--- src/rtl/dllp_tx_scheduler.sv ---
// ---------------------------------------------------------------------------
// dllp_tx_scheduler
//
// Purpose:
//   Link-side transmit scheduler for the data link layer. One AXI-Stream
//   egress is shared between TLP frames from the retry buffer and locally
//   generated Ack/Nak and UpdateFC DLLPs. Arbitration happens only at frame
//   boundaries, in a single IDLE decision cycle. DLLP beats carry the 4-byte
//   body only. The framing/CRC16 stage downstream appends the CRC16.
//
// Ports:
//   clk_i, rst_i            clock, asynchronous active-high reset
//   s_axis_tlp_*            TLP ingress (tdata/tkeep/tvalid/tlast/tuser, tready out)
//   m_axis_*                egress to framing; tuser[0]=1 marks a DLLP,
//                           tuser[3:1] carries TLP tuser[3:1] (0 for DLLPs)
//   ack_nack_i              1 = Nak, 0 = Ack
//   ack_nack_vld_i          one-cycle Ack/Nak request strobe
//   ack_seq_num_i           AckNak_Seq_Num of the request
//   tx_fc_ph_i/pd_i/nph_i/npd_i  advertised credits, sampled when an
//                           UpdateFC beat is loaded
//
// Parameters:
//   DATA_WIDTH      egress/ingress width; only 32 is supported
//   KEEP_WIDTH      DATA_WIDTH/8
//   USER_WIDTH      sideband width; bit0 is the DLLP marker
//   FC_TIMER_CYCLES UpdateFC refresh period in clk cycles (>= 4)
//   MAX_DLLP_BURST  consecutive DLLPs allowed while a TLP is waiting
// ---------------------------------------------------------------------------
module dllp_tx_scheduler #(
    parameter int DATA_WIDTH      = 32,
    parameter int KEEP_WIDTH      = 4,
    parameter int USER_WIDTH      = 4,
    parameter int FC_TIMER_CYCLES = 1024,
    parameter int MAX_DLLP_BURST  = 4
) (
    input  logic                  clk_i,
    input  logic                  rst_i,

    input  logic [DATA_WIDTH-1:0] s_axis_tlp_tdata_i,
    input  logic [KEEP_WIDTH-1:0] s_axis_tlp_tkeep_i,
    input  logic                  s_axis_tlp_tvalid_i,
    input  logic                  s_axis_tlp_tlast_i,
    input  logic [USER_WIDTH-1:0] s_axis_tlp_tuser_i,
    output logic                  s_axis_tlp_tready_o,

    output logic [DATA_WIDTH-1:0] m_axis_tdata_o,
    output logic [KEEP_WIDTH-1:0] m_axis_tkeep_o,
    output logic                  m_axis_tvalid_o,
    output logic                  m_axis_tlast_o,
    output logic [USER_WIDTH-1:0] m_axis_tuser_o,
    input  logic                  m_axis_tready_i,

    input  logic                  ack_nack_i,
    input  logic                  ack_nack_vld_i,
    input  logic [11:0]           ack_seq_num_i,

    input  logic [7:0]            tx_fc_ph_i,
    input  logic [11:0]           tx_fc_pd_i,
    input  logic [7:0]            tx_fc_nph_i,
    input  logic [11:0]           tx_fc_npd_i
);

    // -----------------------------------------------------------------------
    // Constants
    // -----------------------------------------------------------------------
    localparam logic [1:0] ST_IDLE = 2'd0;
    localparam logic [1:0] ST_TLP  = 2'd1;
    localparam logic [1:0] ST_DLLP = 2'd2;

    // Which pending source the registered DLLP beat came from.
    localparam logic [1:0] K_ACKNAK = 2'd0;
    localparam logic [1:0] K_FCP    = 2'd1;
    localparam logic [1:0] K_FCNP   = 2'd2;

    // DLLP type bytes, VC0.
    localparam logic [7:0] TYPE_ACK  = 8'h00;
    localparam logic [7:0] TYPE_NAK  = 8'h10;
    localparam logic [7:0] TYPE_FCP  = 8'h80;
    localparam logic [7:0] TYPE_FCNP = 8'h90;

    localparam int TMR_W   = (FC_TIMER_CYCLES > 1) ? $clog2(FC_TIMER_CYCLES) : 1;
    localparam int BURST_W = $clog2(MAX_DLLP_BURST + 1);

    localparam logic [TMR_W-1:0]   FC_RELOAD = TMR_W'(FC_TIMER_CYCLES - 1);
    localparam logic [BURST_W-1:0] BURST_MAX = BURST_W'(MAX_DLLP_BURST);

    localparam logic [USER_WIDTH-1:0] USER_DLLP = USER_WIDTH'(1);

    // -----------------------------------------------------------------------
    // DLLP body builders; byte0 (first on the wire) sits in [7:0].
    // -----------------------------------------------------------------------
    function automatic logic [31:0] acknak_body(input logic nak, input logic [11:0] seq);
        return {seq[7:0], 4'h0, seq[11:8], 8'h00, (nak ? TYPE_NAK : TYPE_ACK)};
    endfunction

    function automatic logic [31:0] fc_body(input logic [7:0]  fc_type,
                                            input logic [7:0]  hdr,
                                            input logic [11:0] dat);
        return {dat[7:0], hdr[1:0], 2'b00, dat[11:8], 2'b00, hdr[7:2], fc_type};
    endfunction

    // -----------------------------------------------------------------------
    // State
    // -----------------------------------------------------------------------
    logic [1:0]            state_q,     state_d;
    logic [1:0]            kind_q,      kind_d;
    logic [DATA_WIDTH-1:0] dllp_data_q, dllp_data_d;
    logic [BURST_W-1:0]    burst_q,     burst_d;
    logic [TMR_W-1:0]      fc_timer_q,  fc_timer_d;
    logic                  fcp_pend_q,  fcp_pend_d;
    logic                  fcnp_pend_q, fcnp_pend_d;
    logic                  an_pend_q,   an_pend_d;
    logic                  an_nak_q,    an_nak_d;
    logic [11:0]           an_seq_q,    an_seq_d;
    // Set when an Ack/Nak request lands after the current Ack/Nak beat was
    // loaded, so that request survives the beat's acceptance.
    logic                  an_upd_q,    an_upd_d;

    logic unused_tuser0;
    assign unused_tuser0 = s_axis_tlp_tuser_i[0];

    // -----------------------------------------------------------------------
    // Decision terms
    // -----------------------------------------------------------------------
    logic in_idle, in_dllp;
    logic tlp_forced;
    logic load_an, load_fcp, load_fcnp;
    logic dllp_accept, an_accept, fcp_accept, fcnp_accept;
    logic an_hold;
    logic timer_expire;

    assign in_idle = (state_q == ST_IDLE);
    assign in_dllp = (state_q == ST_DLLP);

    // A waiting TLP wins once the DLLP burst allowance is used up.
    assign tlp_forced = s_axis_tlp_tvalid_i && (burst_q == BURST_MAX);

    assign load_an   = in_idle && !tlp_forced && an_pend_q;
    assign load_fcp  = in_idle && !tlp_forced && !an_pend_q && fcp_pend_q;
    assign load_fcnp = in_idle && !tlp_forced && !an_pend_q && !fcp_pend_q && fcnp_pend_q;

    assign dllp_accept = in_dllp && m_axis_tready_i;
    assign an_accept   = dllp_accept && (kind_q == K_ACKNAK);
    assign fcp_accept  = dllp_accept && (kind_q == K_FCP);
    assign fcnp_accept = dllp_accept && (kind_q == K_FCNP);

    // The latched Ack/Nak content is being loaded or is already on the egress.
    assign an_hold = load_an || (in_dllp && (kind_q == K_ACKNAK));

    assign timer_expire = (fc_timer_q == '0);

    // -----------------------------------------------------------------------
    // Main FSM, burst counter and DLLP beat register
    // -----------------------------------------------------------------------
    always_comb begin
        // NOTE: every variable written here gets a default first, so no
        // path leaves it unassigned and no latch is inferred.
        state_d     = state_q;
        kind_d      = kind_q;
        dllp_data_d = dllp_data_q;
        burst_d     = burst_q;

        case (state_q)
            ST_IDLE: begin
                if (!s_axis_tlp_tvalid_i) begin
                    burst_d = '0;
                end
                if (load_an) begin
                    state_d     = ST_DLLP;
                    kind_d      = K_ACKNAK;
                    dllp_data_d = DATA_WIDTH'(acknak_body(an_nak_q, an_seq_q));
                end else if (load_fcp) begin
                    state_d     = ST_DLLP;
                    kind_d      = K_FCP;
                    dllp_data_d = DATA_WIDTH'(fc_body(TYPE_FCP, tx_fc_ph_i, tx_fc_pd_i));
                end else if (load_fcnp) begin
                    state_d     = ST_DLLP;
                    kind_d      = K_FCNP;
                    dllp_data_d = DATA_WIDTH'(fc_body(TYPE_FCNP, tx_fc_nph_i, tx_fc_npd_i));
                end else if (s_axis_tlp_tvalid_i) begin
                    state_d = ST_TLP;
                    burst_d = '0;
                end
            end

            ST_TLP: begin
                if (s_axis_tlp_tvalid_i && m_axis_tready_i && s_axis_tlp_tlast_i) begin
                    state_d = ST_IDLE;
                end
            end

            ST_DLLP: begin
                if (m_axis_tready_i) begin
                    state_d = ST_IDLE;
                    // Only DLLPs sent while a TLP is waiting count toward the burst.
                    if (!s_axis_tlp_tvalid_i) begin
                        burst_d = '0;
                    end else if (burst_q != BURST_MAX) begin
                        burst_d = burst_q + BURST_W'(1);
                    end
                end
            end

            default: begin
                state_d = ST_IDLE;
            end
        endcase
    end

    // -----------------------------------------------------------------------
    // Ack/Nak request latch
    // -----------------------------------------------------------------------
    always_comb begin
        logic fresh;
        an_pend_d = an_pend_q;
        an_nak_d  = an_nak_q;
        an_seq_d  = an_seq_q;
        an_upd_d  = an_upd_q;
        fresh     = 1'b0;

        if (an_accept) begin
            an_pend_d = an_upd_q;
            an_upd_d  = 1'b0;
        end

        if (ack_nack_vld_i) begin
            an_pend_d = 1'b1;
            an_seq_d  = ack_seq_num_i;
            // A request starts a new entry when nothing unsent is pending:
            // the latch is empty, its beat leaves this cycle, or it is the
            // first request since the beat was loaded. Otherwise a Nak
            // overrides an Ack but an Ack never downgrades a pending Nak.
            fresh    = !an_pend_q || an_accept || (an_hold && !an_upd_q);
            an_nak_d = fresh ? ack_nack_i : (an_nak_q | ack_nack_i);
            if (an_hold && !an_accept) begin
                an_upd_d = 1'b1;
            end
        end
    end

    // -----------------------------------------------------------------------
    // UpdateFC refresh timer and pending flags; a new expiry re-arms a flag
    // even in the cycle its DLLP is accepted.
    // -----------------------------------------------------------------------
    always_comb begin
        fc_timer_d  = timer_expire ? FC_RELOAD : (fc_timer_q - TMR_W'(1));
        fcp_pend_d  = (fcp_pend_q  && !fcp_accept)  || timer_expire;
        fcnp_pend_d = (fcnp_pend_q && !fcnp_accept) || timer_expire;
    end

    // -----------------------------------------------------------------------
    // Registers
    // -----------------------------------------------------------------------
    always_ff @(posedge clk_i or posedge rst_i) begin
        if (rst_i) begin
            state_q     <= ST_IDLE;
            kind_q      <= K_ACKNAK;
            dllp_data_q <= '0;
            burst_q     <= '0;
            fc_timer_q  <= FC_RELOAD;
            fcp_pend_q  <= 1'b0;
            fcnp_pend_q <= 1'b0;
            an_pend_q   <= 1'b0;
            an_nak_q    <= 1'b0;
            an_seq_q    <= '0;
            an_upd_q    <= 1'b0;
        end else begin
            // NOTE: non-blocking assignments so every register samples the
            // pre-edge values regardless of statement order.
            state_q     <= state_d;
            kind_q      <= kind_d;
            dllp_data_q <= dllp_data_d;
            burst_q     <= burst_d;
            fc_timer_q  <= fc_timer_d;
            fcp_pend_q  <= fcp_pend_d;
            fcnp_pend_q <= fcnp_pend_d;
            an_pend_q   <= an_pend_d;
            an_nak_q    <= an_nak_d;
            an_seq_q    <= an_seq_d;
            an_upd_q    <= an_upd_d;
        end
    end

    // -----------------------------------------------------------------------
    // Egress / ingress handshake. Outputs decode from state, so an
    // asynchronous reset drops them immediately, even mid-frame.
    // -----------------------------------------------------------------------
    always_comb begin
        m_axis_tdata_o      = '0;
        m_axis_tkeep_o      = '0;
        m_axis_tvalid_o     = 1'b0;
        m_axis_tlast_o      = 1'b0;
        m_axis_tuser_o      = '0;
        s_axis_tlp_tready_o = 1'b0;

        case (state_q)
            ST_TLP: begin
                m_axis_tdata_o      = s_axis_tlp_tdata_i;
                m_axis_tkeep_o      = s_axis_tlp_tkeep_i;
                m_axis_tvalid_o     = s_axis_tlp_tvalid_i;
                m_axis_tlast_o      = s_axis_tlp_tlast_i;
                m_axis_tuser_o      = {s_axis_tlp_tuser_i[USER_WIDTH-1:1], 1'b0};
                s_axis_tlp_tready_o = m_axis_tready_i;
            end
            ST_DLLP: begin
                m_axis_tdata_o  = dllp_data_q;
                m_axis_tkeep_o  = {KEEP_WIDTH{1'b1}};
                m_axis_tvalid_o = 1'b1;
                m_axis_tlast_o  = 1'b1;
                m_axis_tuser_o  = USER_DLLP;
            end
            default: begin
            end
        endcase
    end

endmodule

--- config.mk ---
export PLATFORM = sky130hd
export DESIGN_NAME = dllp_tx_scheduler
export DESIGN_NICKNAME = d
export VERILOG_FILES = /design/src/rtl/dllp_tx_scheduler.sv
export SDC_FILE = /design/constraint.sdc
export NUM_CORES = 1
export LEC_CHECK = 0
export BUFFER_PORTS_ARGS = -buffer_cell sky130_fd_sc_hd__buf_2
export CORE_MARGIN = 2
export CORE_UTILIZATION = 48
export DETAILED_ROUTE_END_ITERATION = 12
export PLACE_DENSITY = 0.91
export SYNTH_ARGS = -nofsm -noshare
export SYNTH_HDL_FRONTEND = slang
export SYNTH_SLANG_ARGS = --single-unit
--- constraint.sdc ---
create_clock -name clk_i -period 2.4 [get_ports clk_i]
set_input_delay 0.24 -clock clk_i [delete_from_list [all_inputs] [get_ports clk_i]]
set_output_delay 0.24 -clock clk_i [all_outputs]
set_load 0.05 [all_outputs]
==> impl_metrics.json <==
{
  "post_drt_via_cell_ratio": 5.791,
  "grt_pass1_vias": 2974,
  "die-area_sq_um": 7523,
  "crit_family": "buffers and inverters",
  "r2r_cells": 5,
  "synth_top_area_cell": "dfrtp_1",
  "min_path_type": "primary input to flip-flop",
  "syn_avg_cell_area_sq_um": 10.05,
  "holdCritStartpoint": "tx_fc_ph_i[5]",
  "final_nets": 556,
  "place_congestion": 0.8851,
  "dpl.hpwl_um": 6500,
  "synth_nets": 432,
  "drc": 0,
  "drive_above_1_share": 0.4535,
  "antenna_found_initial": 0,
  "outcome": "completed",
  "r2r-end": "dllp_data_q[28]",
  "max_freq_mhz": 436.5,
  "initial_core_util": 0.4890,
  "synth-edff-count": 0,
  "power_density_nw_per_um2": 1147,
  "layout_common_cells": "buf_2 (121), dfrtp_1 (46), inv_1 (26), a221o_1 (21), clkbuf_4 (19)",
  "die_width_um": 86.74,
  "mostFrequentLayoutCell": "buf_2",
  "whs_endpoint": "dllp_data_q[11]",
  "grt_start_max_net_pins": 57,
  "synth_top_area_share": 0.3503,
  "grt_first_pass_wirelength_um": 13560,
  "syn_area_sq_um": 3286,
  "synth_area_leaders": "dfrtp_1 (35%), dfstp_2 (8.0%), a221o_1 (6.4%)",
  "p_leak_nw": 2.161,
  "cp_cell_sequence": "inv_1 -> ha_2 -> and2_1 -> buf_6 -> a22o_2 -> buf_2",
  "place.port_buffers": 140,
  "cp_max_fo": 28,
  "critPathKind": "flip-flop to output pin",
  "seq_area_frac_synth": 0.4303,
  "ios": 142,
  "die_h_um": 86.74,
  "critical_path_required_ns": 2.16,
  "finish.instance_area_sq_um": 4227,
  "cp.arrival_ns": 2.05,
  "reg2reg_from": "burst_q[0]",
  "dr.pass1.iters": 4,
  "cap_violations": 0,
  "finalCritPeriodShare": 0.9546,
  "place_inst": 523,
  "wl_per_cell_um": 16.32,
  "end_kind": "output pin",
  "crit_path_start_kind": "flip-flop",
  "drv_slew": 0,
  "ant_nets": 0,
  "overflow": 0,
  "syn_inst": 327,
  "clock_path_buffers": 2,
  "finalSetupViolations": 0,
  "cts.sinks": 56,
  "cts_max_level": 2,
  "highest-signal-layer": "met4",
  "holdPathStages": 2,
  "fin_crit_ns": 2.291,
  "clkTransAtPathRegs_ns": 0.11,
  "yosysUniqueCellTypes": 54,
  "area_growth_pct": 28.64,
  "pre_cts_ws_ns": 0.2520,
  "place_area_sq_um": 4056,
  "clk_latency_ns": 0.30,
  "insertedDiodeCount": 0,
  "drtIter0Drc": 236,
  "slew_headroom": 0.3882,
  "hold_violations": 0,
  "fillers": 511,
  "track_usage": 0.2229,
  "met3_wirelength_um": 416,
  "wl_met2_um": 4576,
  "num_vias": 3081,
  "cts_inserted_buffers": 5,
  "final-instance-count-excl-fill": 532,
  "r2r_slack_ns": 0.40,
  "setup_ws_ns": 0.1089,
  "cts_setup_buffers": 0,
  "coreArea_sq_um": 6719,
  "ys.flop_type": "dfrtp_1",
  "clockRootBuffer": "clkbuf_8",
  "cp_slowest_cell": "ha_2",
  "clock_skew_ns": 0.01152,
  "path_buf_inv": 3,
  "worstMarginPinSlew_ns": 0.9157,
  "slowest_delay_ns": 0.45,
  "drt-met1-wl_um": 3538,
  "synth_warnings": 0,
  "p_total_mw": 4.847,
  "cts_tree": "yes",
  "wl_um": 8683,
  "rows": 30,
  "vdd_drop_max_v": 0.0004630,
  "async_flop_share": 1.000,
  "ys_ff_latch": 56
}
## worst register-to-register path: cells and delay by family, from the launching register on
kind | cells | cell delay, ns
AO/OA/AOI/OAI | 1 | 0.19
adder cells (fa/ha/maj) | 1 | 0.21
buffers and inverters | 1 | 0.06
flip-flops | 1 | 0.42
AND/OR/NAND/NOR | 2 | 0.97
## kinds of logic after synthesis
group / count (synthesis) / share of synthesized area
AOI/OAI and AO/OA: 101 / 0.2590
xor gates and xnor gates: 4 / 0.01066
adders and majority gates: 6 / 0.02285
buffers and inverters: 59 / 0.06816
DFF: 56 / 0.4303
muxes: 14 / 0.04760
and+or+nand+nor: 87 / 0.1615
## area by class of cell
cell class              instances  area (sq um)  area share
multi-input cells             212          1675      0.3964
clock inverters                 2         15.01    0.003552
inverters                      27         101.3     0.02398
flip-flops and latches         56          1414      0.3345
clock buffers                   6         82.58     0.01954
repair buffers                149         838.3      0.1983
well taps                      80         100.1     0.02368
## per-stage QoR
stage	hold slack, ns	util	TNS [ns]
2_1_floorplan	0.3851	-	0
3_3_place_gp	0.3126	0.6037	0
3_5_place_dp	0.3195	0.6037	0
4_1_cts	0.1566	0.6201	0
5_1_grt	0.1487	0.6291	-0.004524
6_report	0.1584	0.6291	0
## flip-flops by register name, summed over array words and instances (netlist names)
register	flops
an_seq_q	12
fcp_pend_q	1
burst_q	3
fcnp_pend_q	1
an_nak_q	1
dllp_data_q	22
state_q	2
fc_timer_q	10
an_pend_q	1
kind_q	2
an_upd_q	1
## report_power, final
part / switching [mW] / internal [mW] / total [mW] / leakage [nW]
clock: 0.303 / 0.234 / 0.537 / 0.0434
combinational: 1.84 / 1.02 / 2.87 / 1.45
sequential: 0.239 / 1.21 / 1.44 / 0.672
total: 2.39 / 2.46 / 4.85 / 2.16
## worst max-delay path by stage
| stage | from | end | slack, ns | cells after the start |
|---|---|---|---|---|
| 2_1_floorplan | state_q[0] | m_axis_tkeep_o[0] | 0.005 | 7 |
| 6_report | state_q[1] | m_axis_tdata_o[23] | 0.11 | 6 |
| 3_5_place_dp | burst_q[0] | dllp_data_q[31] | 0.25 | 5 |
| 5_1_grt | state_q[1] | m_axis_tdata_o[23] | -0.005 | 6 |
| 4_1_cts | state_q[1] | m_axis_tdata_o[26] | 0.04 | 6 |
| 3_3_place_gp | burst_q[0] | dllp_data_q[17] | 0.30 | 5 |
## per-layer routing
| layer | track usage | vias up |
|---|---|---|
| met4 | 0.05398 | 0 |
| li1 | - | 1475 |
| met3 | 0.03238 | 14 |
| met2 | 0.4028 | 110 |
| met1 | 0.2801 | 1482 |
| met5 | 0 | - |
## cell usage after synthesis (7+ instances only)
master and n:
nand2_1 14, dfstp_2 10, and3_1 14, a221o_1 21, a22o_1 22, inv_1 27, dfrtp_1 46, a21o_1 7
nand2b_1 13, mux2_2 13, a31oi_1 9, a32o_1 9, clkbuf_1 29
## repair_timing
| action | in CTS | in global routing |
|---|---|---|
| endpoints found under the setup margin | 14 | 30 |
| resized for setup | 1 | 22 |
| gates cloned | 0 | 0 |
| hold buffers | 1 | 0 |
| endpoints found under the hold margin | 39 | 0 |
Note: power is estimated with default switching activity, not from simulation.
